<file path="src/rtl/mem_bus_arbiter_pkg.sv">
// mem_bus_arbiter_pkg: bus typedefs, owner codes and arbiter state shared by the arbiter slice
package mem_bus_arbiter_pkg;
  typedef struct packed {
    logic        valid;
    logic [63:0] addr;
  } ibus_req_t;
  typedef struct packed {
    logic        addr_ok;
    logic        data_ok;
    logic [31:0] data;
  } ibus_resp_t;
  typedef struct packed {
    logic        valid;
    logic [63:0] addr;
    logic [2:0]  size;
    logic [7:0]  strobe;
    logic [63:0] data;
  } dbus_req_t;
  typedef struct packed {
    logic        addr_ok;
    logic        data_ok;
    logic [63:0] data;
  } dbus_resp_t;
  typedef struct packed {
    logic        valid;
    logic        is_write;
    logic [63:0] addr;
    logic [2:0]  size;
    logic [7:0]  strobe;
    logic [63:0] data;
  } cbus_req_t;
  typedef struct packed {
    logic        ready;
    logic        last;
    logic [63:0] data;
  } cbus_resp_t;
  typedef enum logic [1:0] {IDLE, BUSY_I, BUSY_D} arb_state_t;
  localparam logic [1:0] OWN_IDLE = 2'd0;
  localparam logic [1:0] OWN_I = 2'd1;
  localparam logic [1:0] OWN_D = 2'd2;
  localparam logic [2:0] IBUS_SIZE = 3'b010;
  // instruction fetches are always 32-bit reads
  function automatic cbus_req_t from_ibus(ibus_req_t r);
    return '{valid: r.valid, is_write: 1'b0, addr: r.addr, size: IBUS_SIZE, strobe: '0, data: '0};
  endfunction
  function automatic cbus_req_t from_dbus(dbus_req_t r);
    return '{valid: r.valid, is_write: |r.strobe, addr: r.addr, size: r.size, strobe: r.strobe, data: r.data};
  endfunction
endpackage

</file>
<file path="src/rtl/mem_bus_arbiter_watchdog.sv">
// mem_bus_watchdog: counts BUSY cycles without completion and aborts hung transactions
module mem_bus_watchdog #(
  parameter int TIMEOUT_CYC = 1023,
  parameter int CNT_W = 10
) (
  input  logic clk,
  input  logic reset,
  input  logic busy,
  input  logic done,
  output logic fire,
  output logic timeout
);
  localparam logic [CNT_W-1:0] LIMIT = CNT_W'(TIMEOUT_CYC);
  logic [CNT_W-1:0] cnt_q, cnt_d;
  logic timeout_q, timeout_d;
  always_comb begin
    fire = (TIMEOUT_CYC != 0) && busy && !done && cnt_q == LIMIT;
    cnt_d = (busy && !done && !fire) ? cnt_q + 1'b1 : '0;
    timeout_d = timeout_q | fire;
  end
  always_ff @(posedge clk) begin
    if (!reset) begin
      cnt_q <= '0;
      timeout_q <= 1'b0;
    end else begin
      cnt_q <= cnt_d;
      timeout_q <= timeout_d;
    end
  end
  assign timeout = timeout_q;
endmodule

</file>
<file path="src/rtl/mem_bus_arbiter.sv">
// mem_bus_arbiter: shares one cbus between ibus and dbus; MEM_BUS_ARB_RR_EN selects round-robin arbitration
module mem_bus_arbiter
  import mem_bus_arbiter_pkg::*;
#(
  parameter int TIMEOUT_CYC = 1023,
  parameter int CNT_W = 10
) (
  input  logic       clk,
  input  logic       reset,
  input  ibus_req_t  ireq,
  output ibus_resp_t iresp,
  input  dbus_req_t  dreq,
  output dbus_resp_t dresp,
  output cbus_req_t  creq,
  input  cbus_resp_t cresp,
  output logic       timeout,
  output logic [1:0] owner
);
  arb_state_t state_q, state_d;
  cbus_req_t lat_q, lat_d;
  logic first_q, first_d;
  logic busy, done, fire, pick_d, ok;
  logic [63:0] rdata;
  logic [31:0] iword;
`ifdef MEM_BUS_ARB_RR_EN
  logic last_grant_q, last_grant_d;
  // last_grant: 0 = ibus, 1 = dbus; contention goes to the side not served last
  always_comb begin
    pick_d = dreq.valid & (~ireq.valid | ~last_grant_q);
    last_grant_d = (!busy && (ireq.valid || dreq.valid)) ? pick_d : last_grant_q;
  end
  always_ff @(posedge clk) begin
    if (!reset) last_grant_q <= 1'b0;
    else last_grant_q <= last_grant_d;
  end
`else
  always_comb pick_d = dreq.valid;
`endif
  assign busy = state_q != IDLE;
  assign done = busy & cresp.ready & cresp.last;
  assign ok = done | fire;
  always_comb begin
    state_d = state_q;
    lat_d = lat_q;
    first_d = 1'b0;
    if (!busy && (ireq.valid || dreq.valid)) begin
      state_d = pick_d ? BUSY_D : BUSY_I;
      lat_d = pick_d ? from_dbus(dreq) : from_ibus(ireq);
      first_d = 1'b1;
    end else if (ok) begin
      state_d = IDLE;
    end
  end
  always_ff @(posedge clk) begin
    if (!reset) begin
      state_q <= IDLE;
      lat_q <= '0;
      first_q <= 1'b0;
    end else begin
      state_q <= state_d;
      lat_q <= lat_d;
      first_q <= first_d;
    end
  end
  mem_bus_watchdog #(.TIMEOUT_CYC(TIMEOUT_CYC), .CNT_W(CNT_W)) u_wdog (
    .clk(clk),
    .reset(reset),
    .busy(busy),
    .done(done),
    .fire(fire),
    .timeout(timeout)
  );
  // an aborted transaction completes with zero data so the pipeline can move on
  assign rdata = done ? cresp.data : '0;
  assign iword = lat_q.addr[2] ? rdata[63:32] : rdata[31:0];
  assign creq = busy ? lat_q : '0;
  assign iresp = state_q == BUSY_I ? ibus_resp_t'{addr_ok: first_q, data_ok: ok, data: iword} : '0;
  assign dresp = state_q == BUSY_D ? dbus_resp_t'{addr_ok: first_q, data_ok: ok, data: rdata} : '0;
  assign owner = state_q == BUSY_I ? OWN_I : state_q == BUSY_D ? OWN_D : OWN_IDLE;
endmodule

</file>
<file path="config.mk">
export PLATFORM = sky130hd
export DESIGN_NAME = mem_bus_arbiter
export DESIGN_NICKNAME = d
export VERILOG_FILES = /design/src/rtl/mem_bus_arbiter_pkg.sv /design/src/rtl/mem_bus_arbiter_watchdog.sv /design/src/rtl/mem_bus_arbiter.sv
export SDC_FILE = /design/constraint.sdc
export NUM_CORES = 1
export LEC_CHECK = 0
export BUFFER_PORTS_ARGS = -buffer_cell sky130_fd_sc_hd__buf_4
export CAP_MARGIN = 30
export CORE_AREA = 4 4 201 203
export DETAILED_ROUTE_END_ITERATION = 6
export DIE_AREA = 0 0 205 207
export PLACE_DENSITY = 0.49
export SYNTH_ARGS = -nofsm -noshare
export SYNTH_HDL_FRONTEND = slang
export SYNTH_SLANG_ARGS = --single-unit
</file>
<file path="constraint.sdc">
create_clock -name clk -period 1.4 [get_ports clk]
set_input_delay 0.14 -clock clk [delete_from_list [all_inputs] [get_ports clk]]
set_output_delay 0.14 -clock clk [all_outputs]
set_load 0.005 [all_outputs]
</file>
==> run metrics, run 1 <==
Place WS=-0.0834 ns; Max clock buf depth=2; H-Tree Level Count=4; Yosys warning total=0; unrepaired setup endpoints after global routing=yes; IO Pins=517; clock root buffer=clkbuf_16; die area=42,400 um2; Starting Density=21.5%; hold violation total from the final report=0; Sink Count=155; HPWL Detailed=28,800 um; Reg2Reg Setup Slack=-0.51 ns; main area contributors after synthesis=dfxtp_1 (38%), and2_1 (11%), a2bb2oi_1 (6.8%); largest net degree at the start of global routing=98; ys flop type=dfxtp_1; Mapped Area=8260 um2; minimum clock period=1.91 ns; Yosys top cell by area=dfxtp_1; fin. max-slew vios=0; TritonCTS buffer count=17; met3 WL=3240 um; Post-Syn Nets=1,288; P_int=0.0107 W; sequential power share=32.7%; Total Power=0.0156 W; VDD IR max=0.819 mV; failing checks=negative setup slack; worst-skew pair later-pin latency=0.46 ns; Switching Fraction=31.4%; Yosys reg bits=155; Max Cap Viol=0; met1 WL=17,700 um; Area Growth Syn to Fin=105%; Final Cycle Share=137%; Clock power frac=29.7%; Post-Synth XOR/XNOR Area=0.318%; grt ovf=0; Iter 0 DRT Violations=450; Gate power share=37.6%; fillcell total=3,746; largest family of logic cells by synthesized area=compound AO/OA/AOI/OAI gates; Cell Pwr Density=920 nW/um2; vias per cell=4.64; Worst Setup End Kind=register; initial antenna violation count=3; Arrival @ worst endpoint=2.32 ns; Reg area=3120 um2; post-route ant nets=0; Post-DP Area=13,000 um2; Post-Synth Simple-Gate Area=23.1%; asr flop ratio synth=0%; Syn Area/Cell=8.14 um2; Worst slew margin=60.3%; Yosys top cell area share=37.6%; hold_ws=0.0513 ns; # setup viols final=397; via count=10,133; crit path max fanout=7; core footprint=38,500 um2; NetSw=0.00490 W; Rows=72; fin area=17,000 um2; fmax=523 MHz; Die X=205 um; share of cells above drive strength 1=54.9%; clock skew=0.00960 ns; multi-input logic area=5310 um2; adder-cell share of the synthesized area=0.152%; HP Class=primary input to register; Yosys cell types=39; mux cell area share after synthesis=3.88%; setup slack after layout=-0.514 ns; register area share after synthesis=37.6%; status=finished, violations left; Least-Margin Pin Slew=0.596 ns; Cells after Synth=1,014; WL/cell=21.2 um; die height=207 um; WL met2=24,100 um; Post-synth EDFFs=0; drt first pass iters=4; clk slew on worst S/H paths=0.07 ns; crit path launch type=register; first-pass GRT wire length=58,300 um; CTS tree=done; gpl congestion=0.865; All-Layer GR Usage=17.6%; number of port buffers=516; vias in the first global route=9,596; DRT Wirelength=46,400 um; Net count, final=1,925; DRC=0; CP required=1.80 ns; setup TNS=-153.13 ns; Synth Area in Compound Gates=26.2%; Leakage=8.01 nW; critical path class=register to register; Highest Signal Layer=met5
==> power by group through the flow <==
stage               registers [W]  clock network, W  logic [W]
floorplan                 0.00503                 0    0.00176
global placement          0.00512                 0    0.00347
detailed placement        0.00512                 0    0.00349
CTS                       0.00503           0.00477    0.00406
global route              0.00515           0.00495    0.00619
finish                    0.00510           0.00463    0.00587
==> cell usage in the layout (no fill, tap or decap), types with 42 or more instances in the layout <==
cell type	n
a2bb2oi_1	64
buf_6	92
and2_1	62
a21oi_1	58
inv_1	67
nand2_1	72
buf_4	485
clkbuf_16	42
and2_4	82
o21ai_2	44
and3_1	64
dfxtp_1	149
dlygate4sd3_1	75
==> cell type report <==
cell class                 instances  area share, %
antenna                            2         0.0295
clock buffer                      17           2.51
clock inverter                    15          0.841
inverter                          68           1.50
multi-input combinational        684           31.3
sequential                       155           18.4
tap                              518           3.82
timing repair buffer             725           41.6
==> timing repair <==
item                                   4_1_cts  5_1_grt
endpoints found under the hold margin       75        0
hold buffers                                75        0
buffers inserted                             8       22
setup endpoints to repair                  309      395
gates resized for setup                     38      379
gates cloned                                 5       42
pin swaps                                    4      124
==> synthesized netlist by cell type, drive strengths merged, types with 29 or more instances <==
master	n
nand2	81
o221a	65
clkbuf	78
o21ai	80
inv	67
and3	64
a21oi	77
dfxtp	155
nor2	38
a2bb2oi	64
and2	144
mux2i	32
buf	29
==> path summary, 6_finish.rpt <==
| path | from | to | cells after the start |
|---|---|---|---|
| worst max-delay path | state_q[1] | lat_q[105] | 8 |
| worst min-delay path | reset | lat_q[110] | 2 |
| worst max register to register | state_q[1] | lat_q[105] | 8 |
| worst min register to register | lat_q[9] | lat_q[9] | 2 |
==> layer usage <==
metal / track usage [%] / up-vias
met5: 0 / -
met1: 20.0 / 4875
met2: 30.9 / 374
li1: - / 4827
met4: 7.11 / 2
met3: 5.25 / 55
==> worst max-delay path, cell delays in order (launching register included) <==
cell and delay, ns:
dfxtp_4 0.36, or2_4 0.33, buf_8 0.17, buf_6 0.12, buf_6 0.11, nor2_4 0.27
buf_12 0.19, clkbuf_16 0.15, o221a_4 0.17
==> kinds of logic (layout without fill, tap and decap cells) <==
family | count (synthesis) | after routing
AND/OR/NAND/NOR | 352 | 352
XOR/XNOR | 3 | 3
buffers and inverters | 175 | 825
adder cells (fa/ha/maj) | 1 | 1
flip-flops | 155 | 155
other | 0 | 2
AO/OA/AOI/OAI | 296 | 296
multiplexers | 32 | 32
==> registers in the layout, summed over array words and instances, names as in the netlist <==
signal and count:
lat_q 141, first_q 1, u_wdog.cnt_q 10, u_wdog.timeout 1
state_q 2
==> metrics by stage <==
step                      utilization [%]  cells
after floorplan                         -   1014
after global placement               33.9   2000
after detailed placement             33.9   2000
after CTS                            38.2   2119
after global routing                 44.1   2184
final                                44.1   2184
Power figures use the tool's default switching activity.
==> run 2, diff against run 1 <==
Settings changed: REMOVE_ABC_BUFFERS from default to 1.
==> run 2 against run 1 <==
  * The flow still finishes with violations (negative setup slack)
  * Clock skew up 0.0075 ns
  * Global-route usage increased by 0.34 points
  * Non-clock buffer count shrank 23
  * Core utilization fell by 2.4 points
  * Sequential cell count unchanged
  * Die area did not move
  * First-iteration DRC count decreased by 9.8%
  * Clock power grew 14%
  * Power fell by 2.7%
  * Clock-buffer cell count grew 1
==> run metrics, run 2 (synthesis gave the netlist of run 1 again) <==
largest reg by FF count=lat_q; largest net degree at the start of global routing=66; Area Growth Syn to Fin=94.0%; Gate power share=31.9%; sequential power share=33.4%; fillcell total=3,847; crit path max fanout=4; HP Start=reset; unrepaired setup endpoints after global routing=yes; initial antenna violation count=1; H-Tree Level Count=4; # setup viols final=392; WL/cell=18.9 um; core footprint=38,500 um2; flip-flop count of the largest register after layout=141; crit path launch type=register; Max clock buf depth=2; Post-DP Area=13,200 um2; CP required=1.26 ns; Die X=205 um; HPWL Detailed=28,900 um; setup TNS=-116.30 ns; Finished Layout Cells=2,157; critical path class=register to output pin; CTS tree=done; Worst slew margin=78.6%; critical path cell sequence=buf_4, nor2b_4, buf_6, clkbuf_16, and3_4, buf_4; Max Cap Viol=0; VDD IR max=0.838 mV; Worst Path Buf+Inv=4; Crit-path slowest cell=dfxtp_2; HP Class=primary input to register; placed cells=2,012; TritonCTS buffer count=17; first-pass GRT wire length=59,800 um; Worst Setup End Kind=output pin; DRC=0; IO Pins=517; minimum clock period=1.85 ns; die area=42,400 um2; largest registers=lat_q x141, u_wdog.cnt_q x10, state_q x2; clock skew=0.0171 ns; post-route ant nets=0; most frequent cells in the layout=buf_4 (469), dfxtp_1 (149), buf_6 (115); Least-Margin Pin Slew=0.322 ns; drt first pass iters=7; share of cells above drive strength 1=50.8%; crit-path max cell delay=0.34 ns; CP startpoint=state_q[0]; gpl congestion=0.899; Starting Density=21.5%; worst-skew pair later-pin latency=0.43 ns; fmax=541 MHz; Net count, final=1,902; grt ovf=0; DRT Wirelength=40,800 um; vias in the first global route=9,871; die height=207 um; setup slack after layout=-0.447 ns; P_int=0.0110 W; commonest non-fill, non-tap cell in the layout=buf_4; Top cell by count, worst path=buf_4; failing checks=negative setup slack; number of port buffers=516; Clock power frac=34.8%; Sink Count=155; Iter 0 DRT Violations=406; fin area=16,000 um2; cell type group with the largest total delay on the critical path=buffers and inverters; Switching Fraction=27.4%; Cell Pwr Density=947 nW/um2; hold violation total from the final report=0; Arrival @ worst endpoint=1.71 ns; Final Cycle Share=132%; status=finished, violations left; Rows=72; via count=9,648; fin. max-slew vios=0; All-Layer GR Usage=18.0%; Leakage=7.64 nW; vias per cell=4.47; worst r2r src=state_q[0]; clk slew on worst S/H paths=0.07 ns; NetSw=0.00416 W; clock root buffer=clkbuf_16
==> run 2: final timing paths <==
kind | end | slack [ns] | depth (start not counted)
worst max register to register | u_wdog.cnt_q[0] | -0.31 | 8
worst min-delay path | lat_q[121] | 0.05 | 2
worst min register to register | u_wdog.cnt_q[9] | 0.45 | 1
worst max-delay path | dresp[55] | -0.45 | 6
==> run 2: layout make-up <==
class,instances,area [um2],share of cell area [%]
multi-input cells,684,4820,30.1
repair buffers,702,6540,40.8
flip-flops and latches,155,3110,19.4
inverters,68,255,1.59
diodes,1,2.50,0.0156
clock inverters,11,220,1.37
clock buffers,18,429,2.68
well taps,518,648,4.05
==> run 2: routing by layer <==
layer | global-route usage (%) | vias up | share of wire (%)
met5 | 0 | - | 0
met4 | 4.80 | 0 | 1.8
met3 | 5.07 | 38 | 7.2
met2 | 29.5 | 317 | 48
met1 | 23.2 | 4531 | 43
li1 | - | 4762 | -
==> run 2: stage by stage <==
| step | power (W) | hold slack [ns] | setup WS, ns | utilization (%) |
|---|---|---|---|---|
| floorplan | 0.00655 | 0.243 | -4.14 | - |
| global placement | 0.00880 | 0.397 | -0.0401 | 34.3 |
| detailed placement | 0.00881 | 0.400 | -0.0450 | 34.3 |
| CTS | 0.0152 | 0.0204 | -0.472 | 40.6 |
| global route | 0.0159 | 0.0371 | -0.507 | 41.6 |
| finish | 0.0152 | 0.0513 | -0.447 | 41.6 |
==> run 2: power groups by stage <==
stage | combinational (W) | sequential, W | clock [W]
after CTS | 0.00466 | 0.00505 | 0.00545
after floorplan | 0.00148 | 0.00508 | 0
after global routing | 0.00519 | 0.00511 | 0.00560
after global placement | 0.00366 | 0.00514 | 0
final | 0.00484 | 0.00506 | 0.00527
after detailed placement | 0.00369 | 0.00512 | 0
==> run 2: what timing repair did <==
item	in CTS	in global routing
gates cloned	12	3
hold buffers	75	0
pin swaps	16	5
endpoints found under the hold margin	75	0
buffers inserted	23	3
resized for setup	166	94
setup endpoints to repair	250	396
==> run 2: worst reg2reg max path, stage by stage (launching register included) <==
cell       delay (ns)
dfxtp_2          0.34
or2_4            0.30
buf_4            0.16
buf_6            0.11
bufbuf_16        0.26
buf_4            0.14
nand3_4          0.10
buf_4            0.15
nor3_1           0.05
